[src/rtl/collision_pkg.sv]
// ============================================================================
// Module      : collision_pkg
// Description : Shared FSM encoding, position helper type and index-width
//               function for the collision scan unit.
// Revision    : 1.0 - initial release
// ============================================================================
`default_nettype none

package collision_pkg;

    localparam logic [1:0] IDLE = 2'd0;
    localparam logic [1:0] SCAN = 2'd1;
    localparam logic [1:0] DONE = 2'd2;

    localparam int POS_W_DEFAULT = 8;
    typedef logic [POS_W_DEFAULT-1:0] pos_t;

    // A single-segment build still needs a 1-bit index to keep ports legal.
    function automatic int seg_idx_w(input int num_seg);
        return (num_seg > 1) ? $clog2(num_seg) : 1;
    endfunction

endpackage

`default_nettype wire

[src/rtl/collision_scan_unit_if.sv]
// ============================================================================
// Module      : collision_scan_unit_if
// Description : Request/result bundle between position logic (master) and the
//               collision scan unit (slave).
// Revision    : 1.0 - initial release
// ============================================================================
`default_nettype none

interface collision_scan_unit_if #(
    parameter int POS_W     = 8,
    parameter int NUM_SEG   = 7,
    parameter int NUM_PROBE = 2
);
    localparam int SEG_IDX_W = collision_pkg::seg_idx_w(NUM_SEG);

    logic                           start;
    logic [NUM_PROBE*POS_W-1:0]     probe_pos;
    logic [NUM_PROBE-1:0]           probe_vld;
    logic [NUM_SEG*POS_W-1:0]       seg_pos;
    logic [NUM_SEG-1:0]             seg_active;
    logic                           busy;
    logic                           done;
    logic [NUM_PROBE-1:0]           hit;
    logic                           any_hit;
    logic [NUM_PROBE*SEG_IDX_W-1:0] hit_idx;

    modport master (
        output start, probe_pos, probe_vld, seg_pos, seg_active,
        input  busy, done, hit, any_hit, hit_idx
    );

    modport slave (
        input  start, probe_pos, probe_vld, seg_pos, seg_active,
        output busy, done, hit, any_hit, hit_idx
    );

endinterface

`default_nettype wire

[src/rtl/collision_scan_unit_pos_match_array.sv]
// ============================================================================
// Module      : pos_match_array
// Description : One segment position compared against every probe in parallel.
// Revision    : 1.0 - initial release
// ============================================================================
`default_nettype none

module pos_match_array #(
    parameter int POS_W     = 8,
    parameter int NUM_PROBE = 2
) (
    input  wire logic [NUM_PROBE*POS_W-1:0] i_probe_pos,
    input  wire logic [NUM_PROBE-1:0]       i_probe_vld,
    input  wire logic [POS_W-1:0]           i_seg_pos,
    input  wire logic                       i_seg_active,
    output logic      [NUM_PROBE-1:0]       o_match
);

    for (genvar p = 0; p < NUM_PROBE; p++) begin : g_probe
        assign o_match[p] = i_probe_vld[p] & i_seg_active &
                            (i_probe_pos[p*POS_W +: POS_W] == i_seg_pos);
    end

endmodule

`default_nettype wire

[src/rtl/collision_scan_unit.sv]
// ============================================================================
// Module      : collision_scan_unit
// Description : Time-multiplexed probe-vs-segment collision checker, one
//               segment per clock. Define COLLISION_FIRST_HIT_IDX_EN to build
//               the lowest-hitting-segment index registers behind hit_idx.
// Revision    : 1.0 - initial release
// ============================================================================
`default_nettype none

module collision_scan_unit
    import collision_pkg::*;
#(
    parameter int POS_W     = 8,
    parameter int NUM_SEG   = 7,
    parameter int NUM_PROBE = 2
) (
    input  wire logic              clk,
    input  wire logic              reset,
    collision_scan_unit_if.slave   bus
);

    localparam int SEG_IDX_W = seg_idx_w(NUM_SEG);
    localparam logic [SEG_IDX_W-1:0] c_last_idx = SEG_IDX_W'(NUM_SEG - 1);

    logic [1:0]                 r_state;
    logic [SEG_IDX_W-1:0]       r_idx;
    logic [NUM_PROBE*POS_W-1:0] r_probe_pos;
    logic [NUM_PROBE-1:0]       r_probe_vld;
    logic [NUM_SEG*POS_W-1:0]   r_seg_pos;
    logic [NUM_SEG-1:0]         r_seg_active;
    logic [NUM_PROBE-1:0]       r_acc;
    logic                       r_done;
    logic [NUM_PROBE-1:0]       r_hit;
    logic                       r_any_hit;

    logic                       w_load;
    logic [POS_W-1:0]           w_seg_pos;
    logic                       w_seg_active;
    logic [NUM_PROBE-1:0]       w_match;

    // DONE accepts a new request just like IDLE so scans can run back to back.
    assign w_load       = bus.start && ((r_state == IDLE) || (r_state == DONE));
    assign w_seg_pos    = r_seg_pos[r_idx*POS_W +: POS_W];
    assign w_seg_active = r_seg_active[r_idx];

    pos_match_array #(
        .POS_W     (POS_W),
        .NUM_PROBE (NUM_PROBE)
    ) u_match (
        .i_probe_pos  (r_probe_pos),
        .i_probe_vld  (r_probe_vld),
        .i_seg_pos    (w_seg_pos),
        .i_seg_active (w_seg_active),
        .o_match      (w_match)
    );

    always_ff @(posedge clk) begin
        if (!reset) begin
            r_state      <= IDLE;
            r_idx        <= '0;
            r_probe_pos  <= '0;
            r_probe_vld  <= '0;
            r_seg_pos    <= '0;
            r_seg_active <= '0;
            r_acc        <= '0;
            r_done       <= 1'b0;
            r_hit        <= '0;
            r_any_hit    <= 1'b0;
        end else begin
            r_done <= 1'b0;
            case (r_state)
                SCAN: begin
                    r_acc <= r_acc | w_match;
                    if (r_idx == c_last_idx) r_state <= DONE;
                    else                     r_idx   <= r_idx + SEG_IDX_W'(1);
                end
                DONE: begin
                    r_done    <= 1'b1;
                    r_hit     <= r_acc;
                    r_any_hit <= |r_acc;
                    r_state   <= IDLE;
                end
                default: r_state <= IDLE;
            endcase
            if (w_load) begin
                r_probe_pos  <= bus.probe_pos;
                r_probe_vld  <= bus.probe_vld;
                r_seg_pos    <= bus.seg_pos;
                r_seg_active <= bus.seg_active;
                r_acc        <= '0;
                r_idx        <= '0;
                r_state      <= SCAN;
            end
        end
    end

`ifdef COLLISION_FIRST_HIT_IDX_EN
    logic [SEG_IDX_W-1:0]           r_first_idx [NUM_PROBE];
    logic [NUM_PROBE*SEG_IDX_W-1:0] r_hit_idx;

    // Capture only on the rising edge of acc so the lowest index wins.
    always_ff @(posedge clk) begin
        if (!reset) begin
            for (int p = 0; p < NUM_PROBE; p++) r_first_idx[p] <= '0;
            r_hit_idx <= '0;
        end else begin
            if (r_state == DONE) begin
                for (int p = 0; p < NUM_PROBE; p++)
                    r_hit_idx[p*SEG_IDX_W +: SEG_IDX_W] <= r_acc[p] ? r_first_idx[p] : '0;
            end
            if (w_load) begin
                for (int p = 0; p < NUM_PROBE; p++) r_first_idx[p] <= '0;
            end else if (r_state == SCAN) begin
                for (int p = 0; p < NUM_PROBE; p++)
                    if (w_match[p] && !r_acc[p]) r_first_idx[p] <= r_idx;
            end
        end
    end

    assign bus.hit_idx = r_hit_idx;
`else
    assign bus.hit_idx = '0;
`endif

    assign bus.busy    = (r_state == SCAN);
    assign bus.done    = r_done;
    assign bus.hit     = r_hit;
    assign bus.any_hit = r_any_hit;

endmodule

`default_nettype wire

[src/flat_wrapper.sv]
// flat-port wrapper written by rule: the top's interface ports become plain ports
module collision_scan_unit_flat import collision_pkg::*;
#(
    parameter int POS_W     = 8,
    parameter int NUM_SEG   = 7,
    parameter int NUM_PROBE = 2
)
  (clk, reset, bus_start, bus_probe_pos, bus_probe_vld, bus_seg_pos, bus_seg_active, bus_busy, bus_done, bus_hit, bus_any_hit, bus_hit_idx);
  collision_scan_unit_if #(.POS_W(POS_W), .NUM_SEG(NUM_SEG), .NUM_PROBE(NUM_PROBE)) bus_i ();
  input  wire logic clk;
  input  wire logic reset;
  input wire logic [$bits(bus_i.start)-1:0] bus_start;
  input wire logic [$bits(bus_i.probe_pos)-1:0] bus_probe_pos;
  input wire logic [$bits(bus_i.probe_vld)-1:0] bus_probe_vld;
  input wire logic [$bits(bus_i.seg_pos)-1:0] bus_seg_pos;
  input wire logic [$bits(bus_i.seg_active)-1:0] bus_seg_active;
  output wire logic [$bits(bus_i.busy)-1:0] bus_busy;
  output wire logic [$bits(bus_i.done)-1:0] bus_done;
  output wire logic [$bits(bus_i.hit)-1:0] bus_hit;
  output wire logic [$bits(bus_i.any_hit)-1:0] bus_any_hit;
  output wire logic [$bits(bus_i.hit_idx)-1:0] bus_hit_idx;
  assign bus_i.start = bus_start;
  assign bus_i.probe_pos = bus_probe_pos;
  assign bus_i.probe_vld = bus_probe_vld;
  assign bus_i.seg_pos = bus_seg_pos;
  assign bus_i.seg_active = bus_seg_active;
  assign bus_busy = bus_i.busy;
  assign bus_done = bus_i.done;
  assign bus_hit = bus_i.hit;
  assign bus_any_hit = bus_i.any_hit;
  assign bus_hit_idx = bus_i.hit_idx;
  collision_scan_unit #(.POS_W(POS_W), .NUM_SEG(NUM_SEG), .NUM_PROBE(NUM_PROBE)) u_core (.clk(clk), .reset(reset), .bus(bus_i));
endmodule
[config.mk]
export PLATFORM = sky130hd
export DESIGN_NAME = collision_scan_unit_flat
export DESIGN_NICKNAME = d
export VERILOG_FILES = /design/src/rtl/collision_pkg.sv /design/src/rtl/collision_scan_unit_if.sv /design/src/rtl/collision_scan_unit_pos_match_array.sv /design/src/rtl/collision_scan_unit.sv /design/src/flat_wrapper.sv
export SDC_FILE = /design/constraint.sdc
export NUM_CORES = 1
export LEC_CHECK = 0
export ABC_CLOCK_PERIOD_IN_PS = 4600
export BUFFER_PORTS_ARGS = -buffer_cell sky130_fd_sc_hd__buf_2
export CORE_MARGIN = 2
export CORE_UTILIZATION = 41
export CTS_CLUSTER_DIAMETER = 80
export DETAILED_ROUTE_END_ITERATION = 12
export PLACE_DENSITY = 0.72
export SLEW_MARGIN = 30
export SYNTH_ARGS = -nofsm -noshare
export SYNTH_HDL_FRONTEND = slang
export SYNTH_SLANG_ARGS = --single-unit
[constraint.sdc]
create_clock -name clk -period 4.6 [get_ports clk]
set_clock_uncertainty 0.15 [all_clocks]
set_input_delay 0 -clock clk [delete_from_list [all_inputs] [get_ports clk]]
set_output_delay 0 -clock clk [all_outputs]
set_load 0.02 [all_outputs]
==> metrics.md, run 1 <==
| Metric | Value |
|---|---|
| Result of the run | `complete, no violations` |
| Antenna fix cells | `0` |
| H-tree Lvls | `3` |
| DR WL/cell | `13.5 um` |
| Via count | `3864` |
| CP Capture Type | `flop` |
| Clk sinks | `92` |
| Fill count | `885` |
| Worst Setup EP | `u_core.r_acc[1]` |
| Worst Setup SP | `u_core.r_idx[0]` |
| Crit path DAT | `2.61 ns` |
| Gp weighted congestion | `0.900` |
| Max Fclk | `0.401 GHz` |
| Cell Area, Synth | `4180 um2` |
| Routed Antenna Nets | `0` |
| PwrDens | `300 nW/um2` |
| Leading area contributor after synthesis | `dfxtp_1` |
| Total grt overflow | `0` |
| # DRC | `0` |
| Commonest cells in the synthesized netlist | `174 x nand2_1, 92 x dfxtp_1, 73 x a21boi_0` |
| Core box area | `9820 um2` |
| CP cell instances | `buf_4 -> mux2i_1 -> o221ai_1 -> nand2_1 -> xor2_1 -> nand4_1 -> o31ai_1` |
| Design area | `5660 um2` |
| End of the worst register-to-register path | `u_core.r_acc[1]` |
| CP top delay family | `flip-flops` |
| Top Ports | `95` |
| Worst-margin pin slew | `0.898 ns` |
| Share of cells above drive strength 1 | `17.4%` |
| Port Buffers | `88` |
| Critical path peak fanout | `17` |
| Global Route Usage Sum | `19.3%` |
| Count leader, synth | `nand2_1` |
| Post-synth ARST share | `0%` |
| Startpoint types | `flop` |
| Register area share after synthesis | `44.1%` |
| Stages on the worst setup path | `7` |
| DR vias/cell | `4.93` |
| Clk Tree Root Cell | `clkbuf_8` |
| Clk pin slew, worst setup/hold paths | `0.09 ns` |
| Slew Viols, Final | `0` |
| FF/Latch Area | `1840 um2` |
| Period Utilization, post-route | `54.3%` |
| Worst R2R Start | `u_core.r_idx[0]` |
| Vias in the first global route | `3723` |
| Max_cap viols | `0` |
| Synthesis Warnings | `0` |
| Hold Crit Class | `primary input to flop` |
| Post-synthesis cell type count | `37` |
| Max-slew headroom | `40.0%` |
| HPWL after DPL | `7050 um` |
| CTS tree | `done` |
| Synth Instances | `498` |
| Post-Route WL | `10600 um` |
| Die height | `105 um` |
| Starting density of the core | `42.5%` |
| Postcts setup bufs | `0` |
| Cts hold-fix bufs | `81` |
| Final #Nets | `732` |
| Top-area cell type share of the netlist area | `44.1%` |
| Setup Viol. Count Final | `0` |
| Clock latency on the worst-skew pair | `0.34 ns` |
| Worst path bufs/invs | `1` |
| Leak | `2.27 nW` |
| Maximum buffer depth of the clock tree | `2` |
| TritonRoute pass-1 iters | `4` |
| Antenna violations before repair | `0` |
| Largest net degree at the start of global routing | `62` |
| Req. time, crit path | `4.71 ns` |
| Critical path's slowest cell | `dfxtp_1` |
| Area after DPL | `4640 um2` |
| Core Rows | `36` |
| DR iter-0 viols | `150` |
| Synth-to-Final Area Change | `35.5%` |
| First-pass GRT wire length | `17300 um` |
| TritonCTS buffer count | `9` |
| Setup TNS Final | `0 ns` |
| Power, Total | `1.70 mW` |
| Tmin final | `2.50 ns` |
| Area contributors post-synth | `dfxtp_1 44%, nand2_1 16%, a21boi_0 13%, mux2i_1 6.5%, xor2_1 3.6%` |
| FF+latch count, synth | `92` |
| Flop-to-flop setup slack | `2.10 ns` |
| Crit path largest cell delay | `0.77 ns` |
| Post-cts resize count | `0` |
| Number of flops mapped to enable cells by yosys | `0` |
| VDD IR max | `0.000221 V` |
| Final Hold Fails | `0` |
| RSZ-0062 raised after global routing | `false` |
| Syn_area_per_cell | `8.39 um2` |
| Die Span X | `105 um` |
| Ys flop type | `dfxtp_1` |
| R2R cell count | `7` |
| Die Footprint | `11000 um2` |
| Multi-input gate area | `2150 um2` |
| Crit Path Class | `flop to flop` |
## flip-flops by register name, indices dropped and copies added (netlist names)
register	count
u_core.bus.any_hit	1
u_core.bus.done	1
u_core.bus.hit	2
u_core.r_acc	2
u_core.r_idx	3
u_core.r_probe_pos	16
u_core.r_probe_vld	2
u_core.r_seg_active	7
u_core.r_seg_pos	56
u_core.r_state	2
## area by class of cell
| type | instances | share of cell area (%) |
|---|---|---|
| inverters | 5 | 0.332 |
| clock buffers | 12 | 2.74 |
| multi-input cells | 365 | 38.0 |
| clock inverters | 4 | 0.840 |
| flip-flops and latches | 92 | 32.5 |
| well taps | 133 | 2.94 |
| repair buffers | 173 | 22.6 |
## per-layer routing
layer	vias to the layer above	global-route usage, %	wire (um)
met2	98	33.4	5050
li1	1935	-	-
met3	29	3.56	382
met1	1802	23.8	4780
met4	0	7.24	354
met5	-	0	0
## how the worst min path moves through the flow
stage / from / to / slack (ns) / cells past startpoint
6_report: bus_start / u_core.r_seg_pos[19] / 0.04 / 4
5_1_grt: bus_start / u_core.r_seg_pos[19] / 0.06 / 4
4_1_cts: bus_start / u_core.r_seg_pos[19] / 0.03 / 4
3_5_place_dp: bus_seg_pos[17] / u_core.r_seg_pos[17] / 0.10 / 3
3_3_place_gp: bus_seg_pos[17] / u_core.r_seg_pos[17] / 0.1 / 3
2_1_floorplan: bus_seg_pos[15] / u_core.r_seg_pos[15] / -0.02 / 2
## where the power goes
group	internal, mW	switching, mW
Clock	0.279	0.263
Sequential	0.841	0.0370
Combinational	0.142	0.134
## worst min-delay path: stages
cell and delay (ns):
buf_2 0.12, nor2b_4 0.22, nand2_1 0.10, a21boi_1 0.05
## logic make-up after synthesis
logic type	count (synthesis)	synth area share [%]
AOI/OAI and AO/OA	104	19.4
and+or+nand+nor	206	19.8
xor gates and xnor gates	18	3.77
DFF	92	44.1
muxes	29	7.01
other	1	0.0898
buffers and inverters	46	5.24
adders and majority gates	2	0.599
## stage by stage
step	utilization (%)	cells	setup WS (ns)	hold WS (ns)
finish	57.6	784	2.10	0.0419
global route	57.6	784	1.88	0.0576
CTS	57.6	784	2.09	0.0288
detailed placement	47.3	687	2.12	0.104
global placement	47.3	687	2.23	0.0975
floorplan	-	503	2.83	-0.0152
## placed cells by master (no fill, tap or decap), types with 2 or more instances in the layout
cell	Yosys	routed
mux2i_1	27	27
a22oi_1	6	6
nand3_1	6	6
clkinv_2	0	2
a21boi_0	73	73
o31ai_1	2	2
nand2b_1	3	2
clkbuf_8	0	11
nand2_1	174	174
o221ai_1	4	4
o22ai_1	3	3
buf_4	10	4
and2_1	2	2
nand4_1	2	2
xor2_1	17	17
conb_1	1	6
mux2_2	2	2
ha_1	2	2
nor2b_1	5	4
dlygate4sd3_1	0	81
dfxtp_1	92	92
buf_2	1	88
o211ai_1	2	2
nand3b_1	2	2
inv_1	5	5
a21boi_1	8	8
nor2_1	9	9
No activity file was read; power rests on OpenSTA's default activity.
==> inputs of run 2 (changes only) <==
- ABC_AREA: not set -> 1
- ABC_CLOCK_PERIOD_IN_PS: 4600 -> 2300
- clock period: 4.6 -> 2.3 ns (I/O delays scaled with it)
==> metrics.md, run 2 <==
| Metric | Value |
|---|---|
| Post-synthesis mux area share | `0% (-7.0 points)` |
| Req. time, crit path | `2.44 ns (-2.27 ns)` |
| Largest family of logic cells by synthesized area | `simple AND/OR/NAND/NOR gates` |
| Die Span X | `106 um (+1.1%)` |
| VDD IR max | `0.000478 V (+120%)` |
| Max reg flops | `56 (unchanged)` |
| Vias in the first global route | `4244 (+14%)` |
| Commonest cells in the synthesized netlist | `100 x nand2_1, 92 x dfxtp_1, 83 x o21ai_0` |
| Postcts setup bufs | `0 (unchanged)` |
| Post-Route WL | `11700 um (+11%)` |
| Period Utilization, post-route | `89.8% (+36 points)` |
| Crit path DAT | `2.20 ns (-0.41 ns)` |
| TritonRoute pass-1 iters | `5 (+1)` |
| Hold Crit Class | `primary input to flop` |
| Adder-Cell Fraction of Synth Area | `0.585% (-0.014 points)` |
| Cell mode on critical path | `nor2_1` |
| Synth Instances | `600 (+20%)` |
| Largest net degree at the start of global routing | `76 (+23%)` |
| Post-Synth Simple-Gate Area | `24.0% (+4.2 points)` |
| Worst path bufs/invs | `2 (+1)` |
| Core box area | `10200 um2 (+4.2%)` |
| Worst-margin pin slew | `0.668 ns (-0.230 ns)` |
| Power, Total | `3.66 mW (+120%)` |
| Share of cells above drive strength 1 | `19.1% (+1.8 points)` |
| First-pass GRT wire length | `19200 um (+11%)` |
| Total grt overflow | `0 (unchanged)` |
| Via count | `4267 (+10%)` |
| Cell Area, Synth | `4280 um2 (+2.4%)` |
| Cts hold-fix bufs | `84 (+3.7%)` |
| Routed Antenna Nets | `0 (unchanged)` |
| Result of the run | `complete, no violations` |
| Ys flop type | `dfxtp_1` |
| Clk sinks | `92 (unchanged)` |
| Crit Path Class | `flop to flop` |
| Commonest non-fill, non-tap cells in the layout | `99 x nand2_1, 92 x dfxtp_1, 88 x buf_2, 84 x dlygate4sd3_1, 83 x o21ai_0` |
| Top-area cell type share of the netlist area | `43.1% (-1.0 points)` |
| Clk pin slew, worst setup/hold paths | `0.09 ns (about the same)` |
| Leak | `2.61 nW (+15%)` |
| HPWL after DPL | `7920 um (+12%)` |
| CP cell instances | `buf_12 -> inv_8 -> nand2_1 -> nand3_1 -> nand3_1 -> nand2_2 -> nand2_1 -> nand2_1 -> nor2_1 -> nand3_1 -> nor2_1 -> nor2_1 -> nor2_1` |
| Register name with the most flops | `u_core.r_seg_pos` |
| Number of flops mapped to enable cells by yosys | `0 (unchanged)` |
| Synthesis Warnings | `0 (unchanged)` |
| Util after Layout | `56.9% (-0.79 points)` |
| Commonest non-fill, non-tap cell in the layout | `nand2_1` |
| H-tree Lvls | `3 (unchanged)` |
| FF+latch count, synth | `92 (unchanged)` |
| Post-cts resize count | `0 (unchanged)` |
| TritonCTS buffer count | `9 (unchanged)` |
| DR iter-0 viols | `207 (+38%)` |
| Regs by FF count | `u_core.r_seg_pos (56), u_core.r_probe_pos (16), u_core.r_seg_active (7)` |
| Critical path peak fanout | `29 (+12)` |
| Core Rows | `37 (+2.8%)` |
| CTS tree | `done` |
| Register area share after synthesis | `43.1% (-1.0 points)` |
| Xor/xnor share of the synthesized area | `0.614% (-3.2 points)` |
| CP Capture Type | `flop` |
| Synth Area in Compound Gates | `18.9% (-0.51 points)` |
| Max_cap viols | `0 (unchanged)` |
| Clk Tree Root Cell | `clkbuf_8` |
| Post-synth ARST share | `0% (unchanged)` |
| Startpoint types | `flop` |
| Count leader, synth | `nand2_1` |
| RSZ-0062 raised after global routing | `false` |
| Final Hold Fails | `0 (unchanged)` |
| Global Route Usage Sum | `21.2% (+1.9 points)` |
| PwrDens | `629 nW/um2 (+110%)` |
| Antenna fix cells | `0 (unchanged)` |
| Gp weighted congestion | `0.874 (-2.9%)` |
| Synth-to-Final Area Change | `36.0%` |
| Setup Viol. Count Final | `0 (unchanged)` |
| Port Buffers | `88 (unchanged)` |
| Critical path's slowest cell | `dfxtp_1` |
| DR WL/cell | `13.1 um (-3.0%)` |
| Antenna violations before repair | `0 (unchanged)` |
| Starting density of the core | `41.8% (-0.73 points)` |
| Die height | `106 um (+1.1%)` |
| Setup TNS Final | `0 ns (unchanged)` |
| Top Ports | `95 (unchanged)` |
| DR vias/cell | `4.77 (-3.2%)` |
| Max Fclk | `0.484 GHz (+21%)` |
| Die Footprint | `11300 um2 (+2.3%)` |
| Max-slew headroom | `55.5% (+15 points)` |
| Maximum buffer depth of the clock tree | `2 (unchanged)` |
| Tmin final | `2.07 ns (-0.431 ns)` |
| Syn_area_per_cell | `7.13 um2 (-15%)` |
| Slew Viols, Final | `0 (unchanged)` |
| Post-synthesis cell type count | `27 (-27%)` |
| # DRC | `0 (unchanged)` |
| Crit path largest cell delay | `0.49 ns (-0.28 ns)` |
| CP top delay family | `simple AND/OR/NAND/NOR gates` |
| Clock latency on the worst-skew pair | `0.35 ns (about the same)` |
| Area contributors post-synth | `dfxtp_1 43%, o21ai_0 9.7%, nand2_1 8.8%, a21oi_1 8.0%, inv_1 6.5%` |
| Final #Nets | `841 (+15%)` |
| Leading area contributor after synthesis | `dfxtp_1` |
==> run 2: changes by cell type after synthesis, sizes merged, moves of 46 or more <==
cell,delta
o21ai,+83
a21boi,-81
inv,+71
a21oi,+68
nand2,-59
nand3,+50
nor2,+46
==> run 2: tightest hold or removal path: cells and delay by family <==
family                 cells  cell delay, ns
and+or+nand+nor            1            0.09
buffers and inverters      2            0.30
AOI/OAI and AO/OA          1            0.15
==> run 2: logic make-up after synthesis <==
group | count (synthesis)
and+or+nand+nor | 227
xor gates and xnor gates | 3
adders and majority gates | 2
buffers and inverters | 119
other | 1
AOI/OAI and AO/OA | 156
DFF | 92
==> run 2: layer usage <==
| layer | share of wire (%) | vias to the layer above | wire length (um) | global-route usage, % |
|---|---|---|---|---|
| li1 | - | 2213 | - | - |
| met1 | 43 | 1929 | 5010 | 25.4 |
| met2 | 51 | 109 | 6010 | 38.4 |
| met3 | 3.8 | 16 | 447 | 3.00 |
| met4 | 1.9 | 0 | 218 | 7.42 |
| met5 | 0 | - | 0 | 0 |
==> run 2: report_power, final <==
group | switching (mW) | internal [mW]
clock network | 0.550 | 0.599
logic | 0.417 | 0.327
registers | 0.0504 | 1.71
total | 1.02 | 2.64
==> run 2: cell type report <==
class	instances	area [um2]
Multi-Input combinational cell	394	1920
Fill cell	935	4410
Clock buffer	9	124
Inverter	77	299
Timing Repair Buffer	181	1390
Tap cell	136	170
Clock inverter	5	78.8
Sequential cell	92	1840
==> run 2: final timing paths <==
path | start | cells past startpoint | end | slack, ns
worst max-delay path | u_core.r_idx[0] | 13 | u_core.r_acc[1] | 0.23
worst min-delay path | bus_start | 4 | u_core.r_probe_pos[3] | 0.07
worst max register to register | u_core.r_idx[0] | 13 | u_core.r_acc[1] | 0.23
worst min register to register | u_core.r_seg_pos[11] | 2 | u_core.r_seg_pos[11] | 0.31
==> run 2: per-stage QoR <==
| step | worst slack (ns) | area, um2 | cells | hold slack, ns |
|---|---|---|---|---|
| floorplan | 0.770 | 4300 | 605 | 0.0167 |
| global placement | 0.358 | 4770 | 796 | 0.102 |
| detailed placement | 0.294 | 4770 | 796 | 0.115 |
| CTS | 0.272 | 5820 | 894 | 0.0598 |
| global route | 0.0598 | 5820 | 894 | 0.0938 |
| finish | 0.235 | 5820 | 894 | 0.0719 |
